`src/rtl/atm_keypad_frontend.sv`:
```
// rtl/atm_keypad_frontend.sv - ATM keypad front end: card, PIN, menu and amount capture feeding the session controller
module atm_keypad_frontend #(
    parameter int TIMEOUT_CYCLES = 1000
) (
    input  logic        clk,
    input  logic        reset,
    input  logic        card_detect,
    input  logic [15:0] card_pin,
    input  logic        key_valid,
    input  logic [3:0]  key_code,
    input  logic [2:0]  ctrl_state,
    output logic        card_inserted,
    output logic        pin_entered,
    output logic        pin_correct,
    output logic [1:0]  transaction_choice,
    output logic [15:0] amount,
    output logic [2:0]  fe_state,
    output logic [2:0]  digit_count,
    output logic        entry_error,
    output logic        timeout
);

    typedef enum logic [2:0] {
        ST_IDLE        = 3'd0,
        ST_PIN         = 3'd1,
        ST_MENU        = 3'd2,
        ST_AMOUNT      = 3'd3,
        ST_PRESENT     = 3'd4,
        ST_WAIT_REMOVE = 3'd5
    } state_t;

    localparam logic [3:0] KEY_ENTER    = 4'hA;
    localparam logic [3:0] KEY_CANCEL   = 4'hB;
    localparam logic [3:0] KEY_CLEAR    = 4'hC;
    localparam logic [3:0] KEY_BALANCE  = 4'hD;
    localparam logic [3:0] KEY_WITHDRAW = 4'hE;
    localparam logic [3:0] KEY_IGNORE   = 4'hF;

    localparam logic [2:0] CTRL_EJECT      = 3'd7;
    localparam logic [1:0] CHOICE_NONE     = 2'b00;
    localparam logic [1:0] CHOICE_BALANCE  = 2'b01;
    localparam logic [1:0] CHOICE_WITHDRAW = 2'b10;

    // Timer counts cycles already spent in the state; it never needs to exceed TIMEOUT_CYCLES-1.
    localparam int TW = (TIMEOUT_CYCLES > 1) ? $clog2(TIMEOUT_CYCLES) : 1;
    localparam logic [TW-1:0] TIMER_LAST = TW'(TIMEOUT_CYCLES - 1);

    state_t        state;
    state_t        state_next;
    logic [15:0]   pin_buf;
    logic [15:0]   pin_buf_next;
    logic [15:0]   card_pin_q;
    logic [15:0]   card_pin_next;
    logic          pin_match;
    logic          pin_match_next;
    logic [15:0]   amount_buf;
    logic [15:0]   amount_next;
    logic [1:0]    choice;
    logic [1:0]    choice_next;
    logic [2:0]    count;
    logic [2:0]    count_next;
    logic [TW-1:0] timer;
    logic [TW-1:0] timer_next;

    logic          err_c;
    logic          timeout_c;
    logic          is_digit;
    logic          timed;
    logic          timer_hit;
    logic [19:0]   amount_calc;

    // State and datapath registers; everything clears while reset is low.
    always_ff @(posedge clk) begin
        if (!reset) begin
            state      <= ST_IDLE;
            pin_buf    <= '0;
            card_pin_q <= '0;
            pin_match  <= 1'b0;
            amount_buf <= '0;
            choice     <= CHOICE_NONE;
            count      <= '0;
            timer      <= '0;
        end else begin
            state      <= state_next;
            pin_buf    <= pin_buf_next;
            card_pin_q <= card_pin_next;
            pin_match  <= pin_match_next;
            amount_buf <= amount_next;
            choice     <= choice_next;
            count      <= count_next;
            timer      <= timer_next;
        end
    end

    // Next-state, buffer updates and error/timeout pulses; card removal outranks timeout, which outranks keys.
    always_comb begin
        state_next     = state;
        pin_buf_next   = pin_buf;
        card_pin_next  = card_pin_q;
        pin_match_next = pin_match;
        amount_next    = amount_buf;
        choice_next    = choice;
        count_next     = count;
        timer_next     = timer;
        err_c          = 1'b0;
        timeout_c      = 1'b0;

        is_digit    = (key_code <= 4'd9);
        timed       = state inside {ST_PIN, ST_MENU, ST_AMOUNT, ST_PRESENT};
        timer_hit   = timed && !key_valid && (timer == TIMER_LAST);
        amount_calc = ({4'd0, amount_buf} * 20'd10) + {16'd0, key_code};

        case (state)
            ST_IDLE: begin
                if (card_detect) begin
                    state_next    = ST_PIN;
                    card_pin_next = card_pin;
                    pin_buf_next  = '0;
                    amount_next   = '0;
                    count_next    = '0;
                    choice_next   = CHOICE_NONE;
                end
            end
            ST_PIN, ST_MENU, ST_AMOUNT, ST_PRESENT: begin
                if (!card_detect) begin
                    state_next = ST_IDLE;
                end else if (timer_hit) begin
                    timeout_c  = 1'b1;
                    state_next = ST_WAIT_REMOVE;
                end else if (state == ST_PRESENT) begin
                    if (ctrl_state == CTRL_EJECT) begin
                        state_next = ST_WAIT_REMOVE;
                    end
                end else if (key_valid && key_code != KEY_IGNORE) begin
                    if (key_code == KEY_CANCEL) begin
                        state_next = ST_WAIT_REMOVE;
                    end else if (state == ST_PIN) begin
                        if (is_digit) begin
                            if (count == 3'd4) begin
                                err_c = 1'b1;
                            end else begin
                                pin_buf_next = {pin_buf[11:0], key_code};
                                count_next   = count + 3'd1;
                            end
                        end else if (key_code == KEY_ENTER) begin
                            if (count == 3'd4) begin
                                state_next     = ST_MENU;
                                pin_match_next = (pin_buf == card_pin_q);
                                pin_buf_next   = '0;
                                count_next     = '0;
                            end else begin
                                err_c = 1'b1;
                            end
                        end else if (key_code == KEY_CLEAR) begin
                            pin_buf_next = '0;
                            count_next   = '0;
                        end else begin
                            err_c = 1'b1;
                        end
                    end else if (state == ST_MENU) begin
                        if (is_digit) begin
                            state_next  = ST_AMOUNT;
                            amount_next = {12'd0, key_code};
                            count_next  = 3'd1;
                        end else if (key_code == KEY_BALANCE) begin
                            state_next  = ST_PRESENT;
                            choice_next = CHOICE_BALANCE;
                            amount_next = '0;
                            count_next  = '0;
                        end else begin
                            // Amount is always zero here, so WITHDRAW is an error too.
                            err_c = 1'b1;
                        end
                    end else begin
                        if (is_digit) begin
                            if (count == 3'd5 || amount_calc > 20'd65535) begin
                                err_c = 1'b1;
                            end else begin
                                amount_next = amount_calc[15:0];
                                count_next  = count + 3'd1;
                            end
                        end else if (key_code == KEY_WITHDRAW) begin
                            if (amount_buf != 16'd0) begin
                                state_next  = ST_PRESENT;
                                choice_next = CHOICE_WITHDRAW;
                                count_next  = '0;
                            end else begin
                                err_c = 1'b1;
                            end
                        end else if (key_code == KEY_CLEAR) begin
                            amount_next = '0;
                            count_next  = '0;
                        end else begin
                            err_c = 1'b1;
                        end
                    end
                end
            end
            ST_WAIT_REMOVE: begin
                if (!card_detect) begin
                    state_next = ST_IDLE;
                end
            end
            default: begin
                state_next = ST_IDLE;
            end
        endcase

        // Leaving a session for IDLE or WAIT_REMOVE wipes every session buffer.
        if (state_next != state && (state_next == ST_IDLE || state_next == ST_WAIT_REMOVE)) begin
            pin_buf_next   = '0;
            card_pin_next  = '0;
            pin_match_next = 1'b0;
            amount_next    = '0;
            choice_next    = CHOICE_NONE;
            count_next     = '0;
        end

        if (state_next != state || key_valid || !timed) begin
            timer_next = '0;
        end else begin
            timer_next = timer + 1'b1;
        end
    end

    assign card_inserted      = (state == ST_PRESENT);
    assign pin_entered        = (state == ST_PRESENT);
    assign pin_correct        = (state == ST_PRESENT) && pin_match;
    assign transaction_choice = (state == ST_PRESENT) ? choice : CHOICE_NONE;
    assign amount             = (state == ST_PRESENT) ? amount_buf : 16'd0;
    assign fe_state           = state;
    assign digit_count        = count;
    assign entry_error        = err_c & reset;
    assign timeout            = timeout_c & reset;

endmodule

```
`config.mk`:
```
export PLATFORM = sky130hd
export DESIGN_NAME = atm_keypad_frontend
export DESIGN_NICKNAME = d
export VERILOG_FILES = /design/src/rtl/atm_keypad_frontend.sv
export SDC_FILE = /design/constraint.sdc
export NUM_CORES = 1
export LEC_CHECK = 0
export ABC_CLOCK_PERIOD_IN_PS = 7900
export CAP_MARGIN = 5
export CELL_PAD_IN_SITES_DETAIL_PLACEMENT = 2
export CELL_PAD_IN_SITES_GLOBAL_PLACEMENT = 2
export CORE_ASPECT_RATIO = 0.5
export CORE_MARGIN = 2
export CORE_UTILIZATION = 37
export DETAILED_ROUTE_END_ITERATION = 8
export PLACE_DENSITY = 0.95
export RECOVER_POWER = 25
export SLEW_MARGIN = 20
export SYNTH_ARGS = -nofsm -noshare
export SYNTH_HDL_FRONTEND = slang
export SYNTH_SLANG_ARGS = --single-unit
```
`constraint.sdc`:
```
create_clock -name clk -period 7.9 [get_ports clk]
set_input_delay 1.185 -clock clk [delete_from_list [all_inputs] [get_ports clk]]
set_output_delay 1.185 -clock clk [all_outputs]
set_load 0.03 [all_outputs]
```
# Word-level counts from Yosys, hierarchy flattened
# Index checks and enable logic that the tools add are counted.
# classes
magnitude_cmp	2
bitwise_logic	7
add_sub_neg	3
n_reduce_logical	25
mul	1
n_mux	103
n_eq_ne	42
# op_table
operator	count
two-way mux 16 bit	25
two-way mux 3 bit	37
case mux 16 bit (2 select lines)	2
AND reduction 12 bit	3
!= test 4 bit, second input constant	8
two-way mux 2 bit	14
two-way mux 1 bit	22
adder 20 x 4 -> 20 bit	1
== test 4 bit, second input constant	5
> comparator 20 x 16 -> 1 bit, second input constant	1
multiplier 16 x 3 -> 19 bit, second input constant	1
== test 3 bit, second input constant	6
!= test 2 bit, second input constant	9
== test 16 bit	1
nonzero test 16 bit	1
!= test 5 bit, second input constant	3
!= test 3 bit, second input constant	4
AND reduction 11 bit	1
adder 10 x 1 -> 10 bit, second input constant	1
== test 10 bit, second input constant	1
AND reduction 10 bit	1
case mux 3 bit (3 select lines)	1
== test 3 x 2 -> 1 bit, second input constant	2
logical NOT 3 bit	2
other kinds (17)	31
# word_totals
output_inout_bits	29
elab_cells	191
inputBits	27
ff_bits	67

# Logic depth before layout (Yosys ltp)
# Gate-level depths: netlist of the first run.
# logic_depth
ltp_word	16
depth_mapped	14

# Least setup slack after synthesis of the first run
# OpenSTA, ideal clock, no wires.
# synth_timing
kind	reg2out
startpoint	register amount_buf[1]
endpoint	output entry_error
t_arrival_ns	4.107
path_slack_ns	2.608
n_path_buf	1
path_stages_with_launch	14
path_cell_list	dfxtp_1 ha_1 ha_1 fa_1 a21o_1 a21oi_2 xnor2_1 a311oi_2 nor3_1 and4b_1 o211ai_2 buf_2 a31oi_1 nor4_1
# synth_via
elab_chain_len	15
# synth_rtl
item	line	text
from (decl)	56	logic [15:0] amount_buf;
from (signal assigned)	88	amount_buf <= amount_next;
multiplier 16 x 3 -> 19 bit	111	amount_calc = ({4'd0, amount_buf} * 20'd10) + {16'd0, key_code};
adder 20 x 4 -> 20 bit	111	
> comparator 20 x 16 -> 1 bit	176	if (count == 3'd5 || amount_calc > 20'd65535) begin
logical OR 1 bit	176	
two-way mux 1 bit	176	
two-way mux 1 bit (*)	175	if (is_digit) begin
two-way mux 1 bit (*)	160	end else if (state == ST_MENU) begin
two-way mux 1 bit (*)	137	end else if (state == ST_PIN) begin
two-way mux 1 bit (*)	135	if (key_code == KEY_CANCEL) begin
two-way mux 1 bit (*)	134	end else if (key_valid && key_code != KEY_IGNORE) begin
two-way mux 1 bit (*)	130	end else if (state == ST_PRESENT) begin
two-way mux 1 bit (*)	127	end else if (timer_hit) begin
two-way mux 1 bit (*)	125	if (!card_detect) begin
two-way mux 1 bit (*)	113	case (state)
bitwise AND 1 bit (*)	233	assign entry_error = err_c & reset;
to (decl)	19	output logic entry_error,
# Mark *: on every way between the ends. The rest lies on a longest branch, timed or not.

# Worst setup path after layout of the first run
# layout_timing
startpoint	input key_code[2]
endpoint	output entry_error
# layout_via
elab_chain_len	14
# layout_rtl
item	line	text
from (decl)	10	input logic [3:0] key_code,
adder 20 x 4 -> 20 bit	111	
> comparator 20 x 16 -> 1 bit	176	
logical OR 1 bit	176	
two-way mux 1 bit	176	
two-way mux 1 bit	175	
two-way mux 1 bit	160	
two-way mux 1 bit	137	
two-way mux 1 bit	135	
two-way mux 1 bit (*)	134	
two-way mux 1 bit (*)	130	
two-way mux 1 bit (*)	127	
two-way mux 1 bit (*)	125	
two-way mux 1 bit (*)	113	
bitwise AND 1 bit (*)	233	
# Marks and branches as above.

==> results.yml, run 1 <==
run_status:
  status: "complete, but fails checks"
  failed_checks: "max-capacitance violations, max-slew violations"
floorplanning:
  ioPinCount: 56
  start_util: 0.381
  core_area_um2: 13700
  dieHeight_um: 87.9
  fp-row-count: 30
  die_x_um: 172
  die-area_um2: 15100
finish:
  design_area_um2: 6200
  regArea_um2: 1340
  diodes: 0
  post-route-util: 0.454
  drive_above_1_share: 0.0647
  fill_cells: 1568
  final_cell_mix: "nand2_1 (81), dfxtp_1 (67), a21oi_1 (52)"
  area_growth_pct: 19.0
  layout_commonest_cell: "nand2_1"
  multi_input_area_um2: 3660
  fin_nets: 770
grt:
  grt_max_degree: 56
  grt_pass1_wl_um: 37700
  antenna_found_initial: 0
  grtUsageTotal: 0.331
  first_global_vias: 6287
  grt-ovfl-total: 0
power_and_ir_drop:
  total_leakage_power_nw: 2.42
  vdd_drop_max_v: 0.000107
  powerDensity_nw_per_um2: 153
clock_tree:
  htreeDepth: 3
  cts_setup_buffers: 0
  holdBufCountCts: 0
  clock_path_buffers: 2
  cts_resized: 0
  path_clk_slew_ns: 0.06
  insertion_delay_ns: 0.36
  cts_tree: "done"
  cts-buffers-inserted: 9
  ctsRootBufferMaster: "clkbuf_16"
  clock-sinks: 67
worst_hold_path:
  hold_path_class: "register to register"
  worst_hold_startpoint: "card_pin_q[15]$_SDFFE_PP0P_"
  whs_path_depth: 2
  min_to: "card_pin_q[15]$_SDFFE_PP0P_"
timing:
  tightest_slew_ns: 1.96
  skew_ns: 0.0131
  setup_viol: 0
  timing.fmax_mhz: 149
  rsz0062_at_grt: "no"
  period_share: 0.847
  final_hold_viol_count: 0
  slew_headroom: -0.310
  drv_slew: 27
  min_period_ns: 6.69
  setup-tns-final_ns: 0
worst_setup_path:
  cp-end-kind: "output port"
  reg2reg_depth: 10
  start_kind: "input pin"
  r2r-start: "fe_state[1]$_SDFF_PN0_"
  ff2ff_setup_slack_ns: 2.51
  path_class: "input pin to output port"
  crit_fanout: 35
  r2r_end: "digit_count[2]$_SDFFE_PP0P_"
  crit_required_ns: 6.71
  arrival_ns: 5.51
flow_run:
  maxCapViolations: 1
drt:
  vias_per_cell: 6.23
  drt_iter0_markers: 536
  wl_um: 24400
  drc: 0
  drt_first_pass_iters: 5
  avgRoutedWirePerCell_um: 27.0
  drtAntennaViolNets: 0
  dr_total_vias: 5630
placed_design:
  dp_hpwl_um: 14600
  gp_congestion: 0.863
  place.port_buffers: 55
  postPlaceCellArea_um2: 5900
synthesis:
  ys.flop_type: "dfxtp_1"
  ys_seq_area_frac: 0.257
  synth_cells: 671
  async_reset_ff_frac: 0
  ys_ff_latch: 67
  syn_nets: 735
  yosysWarningCount: 0
  synth.avg_cell_area_um2: 7.76
  netlist_area_um2: 5210
  synth_edf_count: 0
  ys_types: 74
-- cell usage after synthesis (4+ instances only) --
cell,count,area share
xnor2_1,35,0.059
a21o_1,7,0.010
a21oi_1,52,0.050
o211a_1,4,0.0077
nor4_1,12,0.014
nand3_1,39,0.037
buf_2,8,0.0077
nand4_1,15,0.018
ha_1,35,0.084
a211oi_1,5,0.0072
mux2i_1,5,0.0096
and3_1,29,0.035
inv_1,11,0.0079
nand2_1,81,0.058
nor2b_1,13,0.016
nand4b_1,8,0.013
o211ai_1,4,0.0058
and2_1,5,0.0060
nand2b_1,25,0.030
a31oi_1,19,0.023
nor3_1,9,0.0086
clkbuf_1,26,0.019
dfxtp_1,67,0.26
nor2_1,40,0.029
or3_1,11,0.013
xor2_1,13,0.022
o21ai_0,22,0.021
-- layout make-up --
class,instances,area share
Multi-Input combinational cell,553,0.590
Tap cell,192,0.0387
Timing Repair Buffer,63,0.0985
Clock inverter,7,0.0125
Clock buffer,9,0.0363
Sequential cell,67,0.216
Inverter,12,0.00767
-- report_power, final --
group | switching (W) | total [W] | leakage (nW) | internal, W
registers | 0.0000125 | 0.000360 | 0.543 | 0.000347
logic | 0.000105 | 0.000159 | 1.73 | 0.0000544
clock network | 0.000181 | 0.000428 | 0.151 | 0.000247
total | 0.000298 | 0.000947 | 2.42 | 0.000649
-- metal layers --
layer | up-vias | part of all wire | global-route usage
met2 | 205 | 0.49 | 0.590
li1 | 2508 | - | -
met4 | 0 | 0.041 | 0.154
met5 | - | 0 | 0
met1 | 2833 | 0.42 | 0.389
met3 | 84 | 0.051 | 0.0664
-- stage by stage --
| stage | total power (W) | setup slack, ns | cells | hold WS [ns] |
|---|---|---|---|---|
| finish | 0.000947 | 1.21 | 903 | 0.495 |
| floorplan | 0.000455 | 2.61 | 671 | 0.426 |
| global route | 0.000975 | 1.03 | 903 | 0.508 |
| detailed placement | 0.000512 | 1.42 | 887 | 0.475 |
| CTS | 0.000946 | 1.25 | 903 | 0.499 |
| global placement | 0.000500 | 1.71 | 887 | 0.441 |
-- worst max path at each step --
stage                                from          end  slack (ns)  depth (start not counted)
2_1_floorplan  amount_buf[1]$_SDFFE_PP0P_  entry_error        2.61                         13
3_3_place_gp                  key_code[2]  entry_error        1.71                         13
3_5_place_dp                  key_code[2]  entry_error        1.42                         13
4_1_cts                       key_code[2]  entry_error        1.25                         13
5_1_grt                       key_code[2]  entry_error        1.03                         13
6_report                      key_code[2]  entry_error        1.21                         13
-- worst max-delay path, cell delays in order --
cell and delay [ns]:
dlygate4sd3_1 0.98, ha_1 0.29, a21o_1 0.09, a21oi_1 0.10, nor2_1 0.26, nand4b_1 0.23
nor4b_1 0.52, a21oi_1 0.16, o211ai_2 0.20, buf_4 0.38, a31oi_1 0.15, nor4_1 0.22
clkdlybuf4s50_1 0.73
-- kinds of logic after synthesis --
family / after synthesis / synth area share
compound gates: 151 / 0.192
xor+xnor: 49 / 0.0838
fa+ha+maj: 37 / 0.0917
buf+inv: 51 / 0.0427
flops: 67 / 0.257
mux: 7 / 0.0139
simple gates: 309 / 0.318
-- sequential cells by signal, summed over array words and instances (netlist names) --
| register | cells |
|---|---|
| amount_buf | 16 |
| card_pin_q | 16 |
| choice | 2 |
| digit_count | 3 |
| fe_state | 3 |
| pin_buf | 16 |
| pin_match | 1 |
| timer | 10 |
Note: power is estimated with default switching activity, not from simulation.
==> inputs of run 2 (changes only) <==
- ABC_CLOCK_PERIOD_IN_PS: 7900 -> 6900
- CORE_UTILIZATION: 37 -> 34
- PLACE_DENSITY: 0.95 -> 0.92
- clock period: 7.9 -> 6.9 ns (I/O delays scaled with it)
==> run 2 against run 1 <==
  * The run still ends with max-capacitance violations, max-slew violations left
  * Clock skew decreased by 0.0031 ns
  * Cell area grew 0.26%
  * First-iteration DRC count down 14%
  * Sequential share of layout area decreased by 0.057 points
  * Clock power increased by 19%
  * Clock-buffer cell count did not move
  * Die area is 8.5% higher
  * Cell count up 0.55%
  * Critical path type unchanged
  * Critical endpoint unchanged
  * Largest power group unchanged
==> results.yml, run 2 (synthesized netlist as in run 1, its figures left out) <==
run_status:
  status: "complete, but fails checks"
  failed_checks: "max-capacitance violations, max-slew violations"
placed_design:
  place.port_buffers: 55
  gp_congestion: 0.863
  dp_hpwl_um: 14100
worst_hold_path:
  worst_hold_startpoint: "card_pin_q[15]$_SDFFE_PP0P_"
  min_to: "card_pin_q[15]$_SDFFE_PP0P_"
  hold_path_class: "register to register"
  whs_path_depth: 2
drt:
  drtAntennaViolNets: 0
  dr_total_vias: 5479
  drc: 0
  avgRoutedWirePerCell_um: 24.5
  drt_iter0_markers: 459
  wl_um: 22200
  drt_first_pass_iters: 4
  vias_per_cell: 6.03
power_and_ir_drop:
  internal_power_w: 0.000775
  pwr-share-comb: 0.163
  powerDensity_nw_per_um2: 177
  switching_power_w: 0.000324
  total_leakage_power_nw: 2.42
  p_sw_frac: 0.294
  power_frac_seq: 0.375
  p_clk_frac: 0.462
  vdd_drop_max_v: 0.000107
floorplanning:
  die-area_um2: 16400
  ioPinCount: 56
  core_area_um2: 14700
  dieHeight_um: 91.5
  start_util: 0.354
  fp-row-count: 31
  die_x_um: 179
grt:
  grt_pass1_wl_um: 35200
  antenna_found_initial: 0
  grtUsageTotal: 0.278
  grt_max_degree: 47
  grt-ovfl-total: 0
  first_global_vias: 6070
clock_tree:
  path_clk_slew_ns: 0.06
  insertion_delay_ns: 0.34
  cts_setup_buffers: 0
  htreeDepth: 3
  clock-sinks: 67
  ctsRootBufferMaster: "clkbuf_16"
  cts_tree: "done"
  holdBufCountCts: 0
  cts-buffers-inserted: 9
  clock_path_buffers: 2
  cts_resized: 0
finish:
  final_cell_mix: "nand2_1 (81), dfxtp_1 (67), a21oi_1 (52)"
  regArea_um2: 1340
  drive_above_1_share: 0.0620
  area_growth_pct: 19.3
  layout_commonest_cell: "nand2_1"
  fin_nets: 770
  multi_input_area_um2: 3660
  diodes: 0
  fill_cells: 1631
  top_regs: "amount_buf x16, card_pin_q x16, pin_buf x16"
  post-route-util: 0.423
worst_setup_path:
  startpoint: "key_code[2]"
  start_kind: "input pin"
  crit_required_ns: 5.86
  ff2ff_setup_slack_ns: 1.94
  r2r_end: "amount_buf[3]$_SDFFE_PP0P_"
  crit_fanout: 17
  cp-end-kind: "output port"
  arrival_ns: 5.19
  path_class: "input pin to output port"
  cpPeakStageDelay_ns: 0.98
  reg2reg_depth: 9
  r2r-start: "fe_state[1]$_SDFF_PN0_"
  cp_common_cell: "a21oi_1"
  path_cells: "dlygate4sd3_1 -> ha_1 -> a21o_1 -> a21oi_1 -> nor2_1 -> nand4b_1 -> nor4b_1 -> a21oi_1 -> o211ai_2 -> a31oi_1 -> nor4_1 -> clkdlybuf4s50_1"
  cp_slowest_cell: "dlygate4sd3_1"
timing:
  setup-tns-final_ns: 0
  min_period_ns: 6.23
  skew_ns: 0.0101
  period_share: 0.903
  timing.fmax_mhz: 161
  final_hold_viol_count: 0
  slew_headroom: -0.124
  rsz0062_at_grt: "no"
  tightest_slew_ns: 1.68
  setup_viol: 0
  drv_slew: 27
flow_run:
  maxCapViolations: 1
## run 2: power by group through the flow
stage | registers, W | logic (W) | clock network [W]
floorplan | 0.000415 | 0.000106 | 0
global placement | 0.000418 | 0.000157 | 0
detailed placement | 0.000419 | 0.000166 | 0
CTS | 0.000412 | 0.000175 | 0.000516
global route | 0.000413 | 0.000192 | 0.000532
finish | 0.000412 | 0.000179 | 0.000508
## run 2: how the worst max path moves through the flow
stage	cells past startpoint	endpoint	slack (ns)
final	12	entry_error	0.67
after global placement	12	entry_error	1.26
after floorplan	13	entry_error	1.76
after global routing	12	entry_error	0.43
after CTS	12	entry_error	0.70
after detailed placement	12	entry_error	0.97
## run 2: critical path, delay by kind of cell
kind                     cells  cell delay (ns)
adder cells (fa/ha/maj)      1             0.27
AO/OA/AOI/OAI                5             0.77
buffers and inverters        2             1.75
AND/OR/NAND/NOR              4             1.37
## run 2: per-layer routing
metal  vias up  global-route usage  part of all wire
li1       2513                   -                 -
met1      2745               0.335              0.43
met2       164               0.482              0.50
met3        57              0.0507             0.041
met4         0               0.118             0.031
met5         -                   0                 0
## run 2: cell type report
class / count / share of cell area
tap: 198 / 0.0398
sequential: 67 / 0.216
timing repair buffer: 63 / 0.0982
clock buffer: 9 / 0.0362
inverter: 12 / 0.00765
clock inverter: 6 / 0.0143
multi-input combinational: 553 / 0.588
## run 2: stage by stage
step	area (µm²)	hold WS (ns)	total power [W]	worst slack, ns	std cells
finish	6220	0.483	0.00110	0.672	908
global route	6220	0.512	0.00114	0.428	908
CTS	6220	0.489	0.00110	0.697	908
detailed placement	5910	0.467	0.000585	0.970	893
global placement	5910	0.441	0.000574	1.26	893
floorplan	5210	0.426	0.000521	1.76	671
==> inputs of run 3 (changes only) <==
- REMOVE_ABC_BUFFERS: unset -> 1
- SKIP_LAST_GASP: unset -> 1
==> run 3 against run 2 <==
  * The run still ends with max-capacitance violations, max-slew violations left
  * Clock-buffer cell count stayed put
  * Cell count is 0.11% higher
  * Core utilization is 0.38 points higher
  * Sequential cell count stayed put
  * Combinational power is 2% higher
  * Largest cell class unchanged
  * Highest routed layer unchanged
==> results.yml, run 3 (synthesized netlist as in run 1, its figures left out) <==
run_status:
  status: "complete, but fails checks"
  failed_checks: "max-capacitance violations, max-slew violations"
power_and_ir_drop:
  p_clk_frac: 0.504
  pwr-share-comb: 0.153
  powerDensity_nw_per_um2: 191
  power_frac_seq: 0.343
  vdd_drop_max_v: 0.000117
  switching_power_w: 0.000345
  internal_power_w: 0.000851
  power.total_w: 0.00120
  total_leakage_power_nw: 2.45
  p_sw_frac: 0.289
drt:
  drt_first_pass_iters: 5
  drtAntennaViolNets: 0
  wl_um: 23300
  vias_per_cell: 6.14
  avgRoutedWirePerCell_um: 25.6
  drc: 0
  dr_total_vias: 5579
  drt_iter0_markers: 420
finish:
  top_regs: "amount_buf x16, card_pin_q x16, pin_buf x16"
  diodes: 0
  area_growth_pct: 20.4
  fill_cells: 1626
  multi_input_area_um2: 3660
  drive_above_1_share: 0.0633
  stdcell_count: 909
  final_cell_mix: "nand2_1 (81), dfxtp_1 (67), a21oi_1 (52)"
  fin_nets: 771
  regArea_um2: 1340
  layout_commonest_cell: "nand2_1"
clock_tree:
  holdBufCountCts: 0
  clock-sinks: 67
  cts_resized: 0
  insertion_delay_ns: 0.36
  path_clk_slew_ns: 0.06
  htreeDepth: 3
  cts_setup_buffers: 0
  clock_path_buffers: 2
  ctsRootBufferMaster: "clkbuf_16"
  cts-buffers-inserted: 9
  cts_tree: "done"
floorplanning:
  fp-row-count: 31
  start_util: 0.354
  core_area_um2: 14700
  die_x_um: 179
  dieHeight_um: 91.5
  die-area_um2: 16400
  ioPinCount: 56
worst_setup_path:
  cp_slowest_cell: "dlygate4sd3_1"
  crit_required_ns: 5.86
  path_cells: "dlygate4sd3_1 -> fa_1 -> a21oi_1 -> nor2b_1 -> nand4_1 -> nor3_1 -> and4b_1 -> o211ai_2 -> a31oi_1 -> nor4_1 -> clkdlybuf4s50_1"
  cpPeakStageDelay_ns: 0.97
  path_class: "input pin to output port"
  cp-end-kind: "output port"
  start_kind: "input pin"
  crit_fanout: 17
  ff2ff_setup_slack_ns: 1.31
  arrival_ns: 5.39
placed_design:
  dp_slack_ns: 0.964
  dpl.cell_count: 894
  dp_hpwl_um: 14000
  gp_congestion: 0.854
  place.port_buffers: 55
timing:
  final_hold_viol_count: 0
  slew_headroom: -0.283
  hold_slack_ns: 0.481
  rsz0062_at_grt: "no"
  timing.final.ws_setup_ns: 0.479
  setup-tns-final_ns: 0
  drv_slew: 27
  period_share: 0.931
  setup_viol: 0
  timing.fmax_mhz: 156
  min_period_ns: 6.42
  skew_ns: 0.0168
  tightest_slew_ns: 1.92
grt:
  grt-ovfl-total: 0
  first_global_vias: 6343
  grtUsageTotal: 0.291
  grt_pass1_wl_um: 37000
  antenna_found_initial: 0
  grt_max_degree: 37
worst_hold_path:
  hold_path_class: "register to register"
flow_run:
  maxCapViolations: 1
[run 3: per-stage QoR]
| stage | cell area (µm²) | utilization |
|---|---|---|
| 2_1_floorplan | 5030 | - |
| 3_3_place_gp | 5910 | 0.402 |
| 3_5_place_dp | 5910 | 0.402 |
| 4_1_cts | 6280 | 0.427 |
| 5_1_grt | 6270 | 0.427 |
| 6_report | 6270 | 0.427 |
[run 3: power groups by stage]
stage | combinational (W) | clock, W | sequential (W)
3_5_place_dp | 0.000168 | 0 | 0.000418
5_1_grt | 0.000193 | 0.000618 | 0.000412
6_report | 0.000183 | 0.000603 | 0.000411
3_3_place_gp | 0.000158 | 0 | 0.000417
2_1_floorplan | 0.0000961 | 0 | 0.000416
4_1_cts | 0.000180 | 0.000601 | 0.000410
[run 3: final timing paths]
path,from,end,depth (start not counted)
max reg2reg,fe_state[1]$_SDFF_PN0_,pin_match$_SDFFE_PP0P_,9
min,card_pin_q[1]$_SDFFE_PP0P_,card_pin_q[1]$_SDFFE_PP0P_,2
max,key_code[2],entry_error,11
min reg2reg,card_pin_q[1]$_SDFFE_PP0P_,card_pin_q[1]$_SDFFE_PP0P_,2
[run 3: layer usage]
metal,track usage,up-vias,wire [µm]
li1,-,2510,-
met1,0.338,2809,9820
met4,0.122,0,819
met5,0,-,0
met3,0.0557,73,965
met2,0.520,187,11700
[run 3: worst max-delay path, delay by kind of cell]
family | cells | cell delay (ns)
adders and majority gates | 1 | 0.36
buffers and inverters | 2 | 1.73
AOI/OAI and AO/OA | 3 | 0.55
and+or+nand+nor | 5 | 1.70
[run 3: layout make-up]
| class | count | area share |
|---|---|---|
| Multi-Input combinational cell | 553 | 0.583 |
| Clock buffer | 9 | 0.0359 |
| Tap cell | 198 | 0.0395 |
| Clock inverter | 6 | 0.0219 |
| Sequential cell | 67 | 0.214 |
| Timing Repair Buffer | 64 | 0.0985 |
| Inverter | 12 | 0.00758 |
